### src/rtl/cache_req_arbiter_pkg.sv
// Shared definitions for the cache request arbiter.
//   - arb_state_t : FSM encoding, 3 bits wide so it lines up with the cache
//                   controller's own state register when both are probed.
//   - CS_HOLD_DEFAULT : default number of cycles cs_cpu stays high.
//   - WR / RD : encoding of the wr_rd request/cache signals.
//   - hold_cnt_width() : width of the cs hold counter (never below 2 bits).
package cache_req_arbiter_pkg;

  typedef enum logic [2:0] {
    IDLE      = 3'd0,
    ISSUE     = 3'd1,
    WAIT_BUSY = 3'd2,
    WAIT_DONE = 3'd3,
    DONE      = 3'd4
  } arb_state_t;

  localparam int CS_HOLD_DEFAULT = 4;

  localparam logic WR = 1'b1;
  localparam logic RD = 1'b0;

  function automatic int hold_cnt_width(input int hold);
    return ($clog2(hold + 1) < 2) ? 2 : $clog2(hold + 1);
  endfunction

endpackage

### src/rtl/cache_req_arbiter_rr.sv
// rr_arb2: combinational two-input round-robin picker.
// Ports:
//   req[1:0]  in   request vector (bit i = requester i)
//   last_gnt  in   index of the requester that won most recently
//   winner    out  index of the chosen requester (meaningful when valid)
//   valid     out  at least one request is present
module rr_arb2 (
  input  logic [1:0] req,
  input  logic       last_gnt,
  output logic       winner,
  output logic       valid
);

  always_comb begin
    valid  = |req;
    winner = 1'b0;
    case (req)
      2'b10:   winner = 1'b1;
      // Contention: hand the port to whoever did not win last time.
      2'b11:   winner = ~last_gnt;
      default: winner = 1'b0;
    endcase
  end

endmodule

### src/rtl/cache_req_arbiter.sv
// cache_req_arbiter: shares the single CPU-side port of the cache controller
// between two requesters using round-robin arbitration.
// Optional feature: define ARB_TIMEOUT_EN to add a watchdog on the wait for
// rdy_cpu; without it err is tied low and the arbiter waits indefinitely.
// Ports:
//   clk, rst                        clock, asynchronous active-high reset
//   req0/1, addr0/1, wdata0/1,
//   wr_rd0/1                        requester side (req held until done)
//   gnt0/1                          high from grant until the done cycle
//   done0/1                         one-cycle completion pulse
//   rdata                           read data, valid in the done cycle
//   Address_cpu, DOut_cpu,
//   wr_rd_cpu, cs_cpu               registered drive of the cache port
//   rdy_cpu, DIn_cache              cache ready (low while busy) and data
//   err                             watchdog expiry pulse
module cache_req_arbiter
  import cache_req_arbiter_pkg::*;
#(
  parameter int ADDR_WIDTH = 16,
  parameter int DATA_WIDTH = 8,
  parameter int CS_HOLD    = CS_HOLD_DEFAULT,
  parameter int TIMEOUT    = 255
) (
  input  logic                  clk,
  input  logic                  rst,
  input  logic                  req0,
  input  logic                  req1,
  input  logic [ADDR_WIDTH-1:0] addr0,
  input  logic [ADDR_WIDTH-1:0] addr1,
  input  logic [DATA_WIDTH-1:0] wdata0,
  input  logic [DATA_WIDTH-1:0] wdata1,
  input  logic                  wr_rd0,
  input  logic                  wr_rd1,
  output logic                  gnt0,
  output logic                  gnt1,
  output logic                  done0,
  output logic                  done1,
  output logic [DATA_WIDTH-1:0] rdata,
  output logic [ADDR_WIDTH-1:0] Address_cpu,
  output logic [DATA_WIDTH-1:0] DOut_cpu,
  output logic                  wr_rd_cpu,
  output logic                  cs_cpu,
  input  logic                  rdy_cpu,
  input  logic [DATA_WIDTH-1:0] DIn_cache,
  output logic                  err
);

  localparam int                HOLD_W    = hold_cnt_width(CS_HOLD);
  localparam logic [HOLD_W-1:0] HOLD_LAST = HOLD_W'(CS_HOLD - 1);

  // A zero-length cs window would never be captured by the cache.
  if (CS_HOLD < 1 || TIMEOUT < 1 || TIMEOUT > 255) begin : g_bad_params
    $error("cache_req_arbiter: CS_HOLD must be >= 1 and TIMEOUT within 1..255");
  end

  arb_state_t        state;
  arb_state_t        state_next;
  logic [HOLD_W-1:0] hold_cnt;
  logic              hi_seen;   // rdy_cpu was high in the previous WAIT_BUSY cycle
  logic              last_gnt;
  logic              win;       // index of the requester owning the transaction
  logic              pick_winner;
  logic              pick_valid;
  logic              expire;
  logic              wd_hit;

  rr_arb2 u_pick (
    .req      ({req1, req0}),
    .last_gnt (last_gnt),
    .winner   (pick_winner),
    .valid    (pick_valid)
  );

`ifdef ARB_TIMEOUT_EN
  localparam logic [7:0] WD_LAST = 8'(TIMEOUT - 1);
  logic [7:0] wd_cnt;
  logic       err_reg;

  assign wd_hit = ((state == WAIT_BUSY) || (state == WAIT_DONE)) && (wd_cnt == WD_LAST);

  // Counts every cycle spent waiting on the cache; cleared outside the wait.
  always_ff @(posedge clk or posedge rst) begin
    if (rst) begin
      wd_cnt  <= '0;
      err_reg <= 1'b0;
    end else begin
      err_reg <= expire;
      if ((state == WAIT_BUSY) || (state == WAIT_DONE)) wd_cnt <= wd_cnt + 8'd1;
      else                                              wd_cnt <= '0;
    end
  end

  assign err = err_reg;
`else
  assign wd_hit = 1'b0;
  assign err    = 1'b0;
`endif

  always_ff @(posedge clk or posedge rst) begin
    if (rst) state <= IDLE;
    else     state <= state_next;
  end

  always_comb begin
    state_next = state;
    expire     = 1'b0;
    case (state)
      IDLE:      if (pick_valid) state_next = ISSUE;
      ISSUE:     if (hold_cnt == HOLD_LAST) state_next = WAIT_BUSY;
      WAIT_BUSY: begin
        if (!rdy_cpu)     state_next = WAIT_DONE;
        // Two consecutive high cycles after cs drops: a hit that never went busy.
        else if (hi_seen) state_next = DONE;
      end
      WAIT_DONE: if (rdy_cpu) state_next = DONE;
      DONE:      state_next = IDLE;
      default:   state_next = IDLE;
    endcase
    // A genuine completion in the expiry cycle takes precedence.
    if (wd_hit && (state_next != DONE)) begin
      state_next = DONE;
      expire     = 1'b1;
    end
  end

  always_ff @(posedge clk or posedge rst) begin
    if (rst) begin
      hold_cnt    <= '0;
      hi_seen     <= 1'b0;
      last_gnt    <= 1'b1;
      win         <= 1'b0;
      gnt0        <= 1'b0;
      gnt1        <= 1'b0;
      done0       <= 1'b0;
      done1       <= 1'b0;
      rdata       <= '0;
      Address_cpu <= '0;
      DOut_cpu    <= '0;
      wr_rd_cpu   <= 1'b0;
      cs_cpu      <= 1'b0;
    end else begin
      case (state)
        IDLE: begin
          if (pick_valid) begin
            win         <= pick_winner;
            last_gnt    <= pick_winner;
            gnt0        <= ~pick_winner;
            gnt1        <= pick_winner;
            Address_cpu <= pick_winner ? addr1 : addr0;
            DOut_cpu    <= pick_winner ? wdata1 : wdata0;
            wr_rd_cpu   <= pick_winner ? wr_rd1 : wr_rd0;
            cs_cpu      <= 1'b1;
            hold_cnt    <= '0;
          end
        end
        ISSUE: begin
          if (hold_cnt == HOLD_LAST) begin
            cs_cpu  <= 1'b0;
            hi_seen <= 1'b0;
          end else begin
            hold_cnt <= hold_cnt + 1'b1;
          end
        end
        WAIT_BUSY: hi_seen <= rdy_cpu;
        default: ;
      endcase

      if (state_next == DONE) begin
        gnt0  <= 1'b0;
        gnt1  <= 1'b0;
        done0 <= ~win;
        done1 <= win;
        if (expire)               rdata <= '0;
        else if (wr_rd_cpu == RD) rdata <= DIn_cache;
      end

      if (state == DONE) begin
        done0 <= 1'b0;
        done1 <= 1'b0;
      end
    end
  end

endmodule
### config.mk
export PLATFORM = sky130hd
export DESIGN_NAME = cache_req_arbiter
export DESIGN_NICKNAME = d
export VERILOG_FILES = /design/src/rtl/cache_req_arbiter_pkg.sv /design/src/rtl/cache_req_arbiter_rr.sv /design/src/rtl/cache_req_arbiter.sv
export SDC_FILE = /design/constraint.sdc
export NUM_CORES = 1
export LEC_CHECK = 0
export BUFFER_PORTS_ARGS = -buffer_cell sky130_fd_sc_hd__buf_2
export CAP_MARGIN = 30
export CORE_MARGIN = 1
export CORE_UTILIZATION = 42
export DETAILED_ROUTE_END_ITERATION = 10
export PLACE_DENSITY = 0.81
export SYNTH_ARGS = -nofsm -noshare
export SYNTH_HDL_FRONTEND = slang
export SYNTH_HIERARCHICAL = 1
export SYNTH_SLANG_ARGS = --single-unit
### constraint.sdc
create_clock -name clk -period 1.4 [get_ports clk]
set_input_delay 0.28 -clock clk [delete_from_list [all_inputs] [get_ports clk]]
set_output_delay 0.28 -clock clk [all_outputs]
set_load 0.05 [all_outputs]
==> flow_summary.yaml <==
clock_tree:
  clock-sinks: 47
  path_clk_slew_ns: 0.08
  cts_tree: "built"
  cts_buffer_depth: 2
  cts_htree_levels: 2
  hold_buffers: 0
  insertion_delay_ns: 0.29
  cts_buffers: 5
  cts_root_buf: "clkbuf_8"
place:
  numPortBuffers: 100
  gp_congestion: 0.827
  place_area_mm2: 0.00290
  dp_hpwl_mm: 3.48
logic_synthesis:
  synth_edf_count: 0
  ys_seq_area_frac: 0.536
  syn-num-nets: 263
  synth_top_area_share: 0.524
  async_flop_share: 1.00
  synth_flop_cell: "dfrtp_1"
  yosys_warnings: 6
  synthTopCellsByCount: "dfrtp_1, nand2_1, mux2i_1"
  synthMostInstantiatedCell: "dfrtp_1"
  synthTopCellsByArea: "dfrtp_1, mux2i_1, nand2_1, o21ai_1, mux2_4"
  syn_inst: 198
  ys_seq_elements: 47
  synth_top_area_cell: "dfrtp_1"
  yosysUniqueCellTypes: 33
  netlist_area_mm2: 0.00220
  syn_avg_cell_area_um2: 11.1
routing:
  postRouteAntennaNets: 0
  via_per_inst: 4.83
  wl_met3_um: 276
  m1WireLength_mm: 2.15
  drc: 0
  wl_met2_mm: 2.60
  vias: 1863
  post_drt_wl_per_cell_um: 13.2
  drt_iter0_drc: 60
  highest_layer: "met4"
  wirelength_mm: 5.09
  drt_first_pass_iters: 4
power:
  cellLeakagePower_nw: 1.70
  p_int_mw: 4.16
  combinationalPowerShare: 0.596
  seqPwrFrac: 0.297
  power_switching_mw: 3.95
  ir_drop_uv: 1360
  clock_power_share: 0.107
  power_density_mw_per_mm2: 2520
  switching_share: 0.487
  total_power_mw: 8.11
timing:
  hold_violations: 0
  period_needed_ns: 1.49
  rsz0062_at_grt: "true"
  drv_slew: 0
  setup_ws_ns: -0.0920
  finalSetupViolCount: 37
  skew_ns: 0.00332
  hold_slack_ns: 0.0444
  fmax_ghz: 0.670
  period_share: 1.07
global_route:
  grt.total_usage: 0.178
  grt_pass1_wl_mm: 7.44
  overflow: 0
  grt_pass1_vias: 1652
  grt_max_degree: 28
  antenna_found_initial: 0
critical_path:
  cp_data_arrival_time_ns: 1.67
  end_kind: "flip-flop"
  start_kind: "flip-flop"
  critPathMaxFanout: 13
  critPathRequiredTime_ns: 1.58
  crit_type: "reg2reg"
floorplan:
  row_count: 25
  dieArea_mm2: 0.00552
  io_pins: 102
  initial_core_util: 0.450
  core_area_mm2: 0.00488
  die_h_um: 74.3
  die_x_um: 74.3
layout:
  num_antenna_cells: 0
  fillers: 401
  stdcell_area_mm2: 0.00322
  area_delta_synth_final_pct: 46.4
  drive_gt1_frac: 0.542
  nets: 383
min_path:
  hold_class: "in2async"
flow_run:
  drv_cap: 0
run_status:
  violations: "negative setup slack"
  outcome: "finished, violations left"
power groups by stage:
stage / clock (mW) / combinational, mW / sequential, mW
after global routing: 0.948 / 5.15 / 2.49
after detailed placement: 0 / 4.37 / 2.37
final: 0.868 / 4.83 / 2.41
after CTS: 0.893 / 4.54 / 2.36
after global placement: 0 / 4.25 / 2.35
after floorplan: 0 / 1.49 / 4.18
placed cells by master, fill, tap and decap left out, types with 3 or more instances in the layout:
cell type  netlist  layout
o21ai_2          0       5
inv_1            4       3
o21ai_1         25      20
dfrtp_1         46      45
mux2i_1         27      27
mux2_4           8       8
a22o_1           5       5
a21oi_1          5       5
buf_4            2      21
nand2_1         35      25
clkbuf_8         0       7
nor2_1           5       3
nand2_2          0       8
buf_2            8     100
metrics by stage:
stage | setup WS (ns) | TNS [ns] | utilization | std cells
2_1_floorplan | -0.0458 | -0.399 | - | 198
3_3_place_gp | -0.222 | -7.08 | 0.594 | 371
3_5_place_dp | -0.266 | -8.31 | 0.594 | 371
4_1_cts | -0.121 | -1.57 | 0.629 | 382
5_1_grt | -0.135 | -4.32 | 0.659 | 386
6_report | -0.0920 | -2.62 | 0.659 | 386
critical path, stage by stage, from the launching register on:
cell and delay, ns:
dfrtp_1 0.40, or4b_4 0.63, clkbuf_16 0.21, nand2_1 0.06, a21oi_1 0.06
path summary, 6_finish.rpt:
check / start / to / slack (ns) / cells past startpoint
worst max-delay path: state[2] / gnt1 / -0.09 / 4
worst min-delay path: rst / rdata[0] / 0.04 / 3
worst max register to register: state[2] / gnt1 / -0.09 / 4
worst min register to register: Address_cpu[1] / Address_cpu[1] / 0.48 / 2
max in group asynchronous: rst / last_gnt / 1.06 / 3
min in group clk: DIn_cache[7] / rdata[7] / 0.21 / 2
flip-flops by register name (all words and copies together), names as in the netlist:
signal	cells
Address_cpu	16
DOut_cpu	8
cs_cpu	1
done0	1
done1	1
gnt0	1
gnt1	1
hi_seen	1
hold_cnt	3
last_gnt	1
rdata	8
state	3
win	1
wr_rd_cpu	1
logic make-up (layout without fill, tap and decap cells):
kind of cell | count (synthesis) | after routing | synth area share
simple gates | 49 | 49 | 0.0963
fa+ha+maj | 2 | 2 | 0.0114
flops | 47 | 47 | 0.536
buf+inv | 19 | 140 | 0.0473
compound gates | 44 | 44 | 0.125
other cells | 1 | 1 | 0.00171
mux | 36 | 36 | 0.183
final cells by class:
| type | count | area, µm² | share of cell area |
|---|---|---|---|
| well taps | 67 | 83.8 | 0.0261 |
| flip-flops and latches | 47 | 1180 | 0.367 |
| clock buffers | 8 | 100 | 0.0311 |
| multi-input cells | 132 | 1040 | 0.322 |
| repair buffers | 128 | 798 | 0.248 |
| inverters | 4 | 18.8 | 0.00584 |
metal layers:
| metal | up-vias | GRT usage |
|---|---|---|
| li1 | 930 | - |
| met1 | 857 | 0.220 |
| met2 | 71 | 0.311 |
| met3 | 5 | 0.0407 |
| met4 | 0 | 0.0566 |
| met5 | - | 0 |
what timing repair did:
action                                  4_1_cts  5_1_grt
cloned                                        1        2
endpoints found under the setup margin       40       41
setup buffers                                 2        3
pin swaps                                     3       11
gates resized for setup                       7       23
Power figures use the tool's default switching activity.
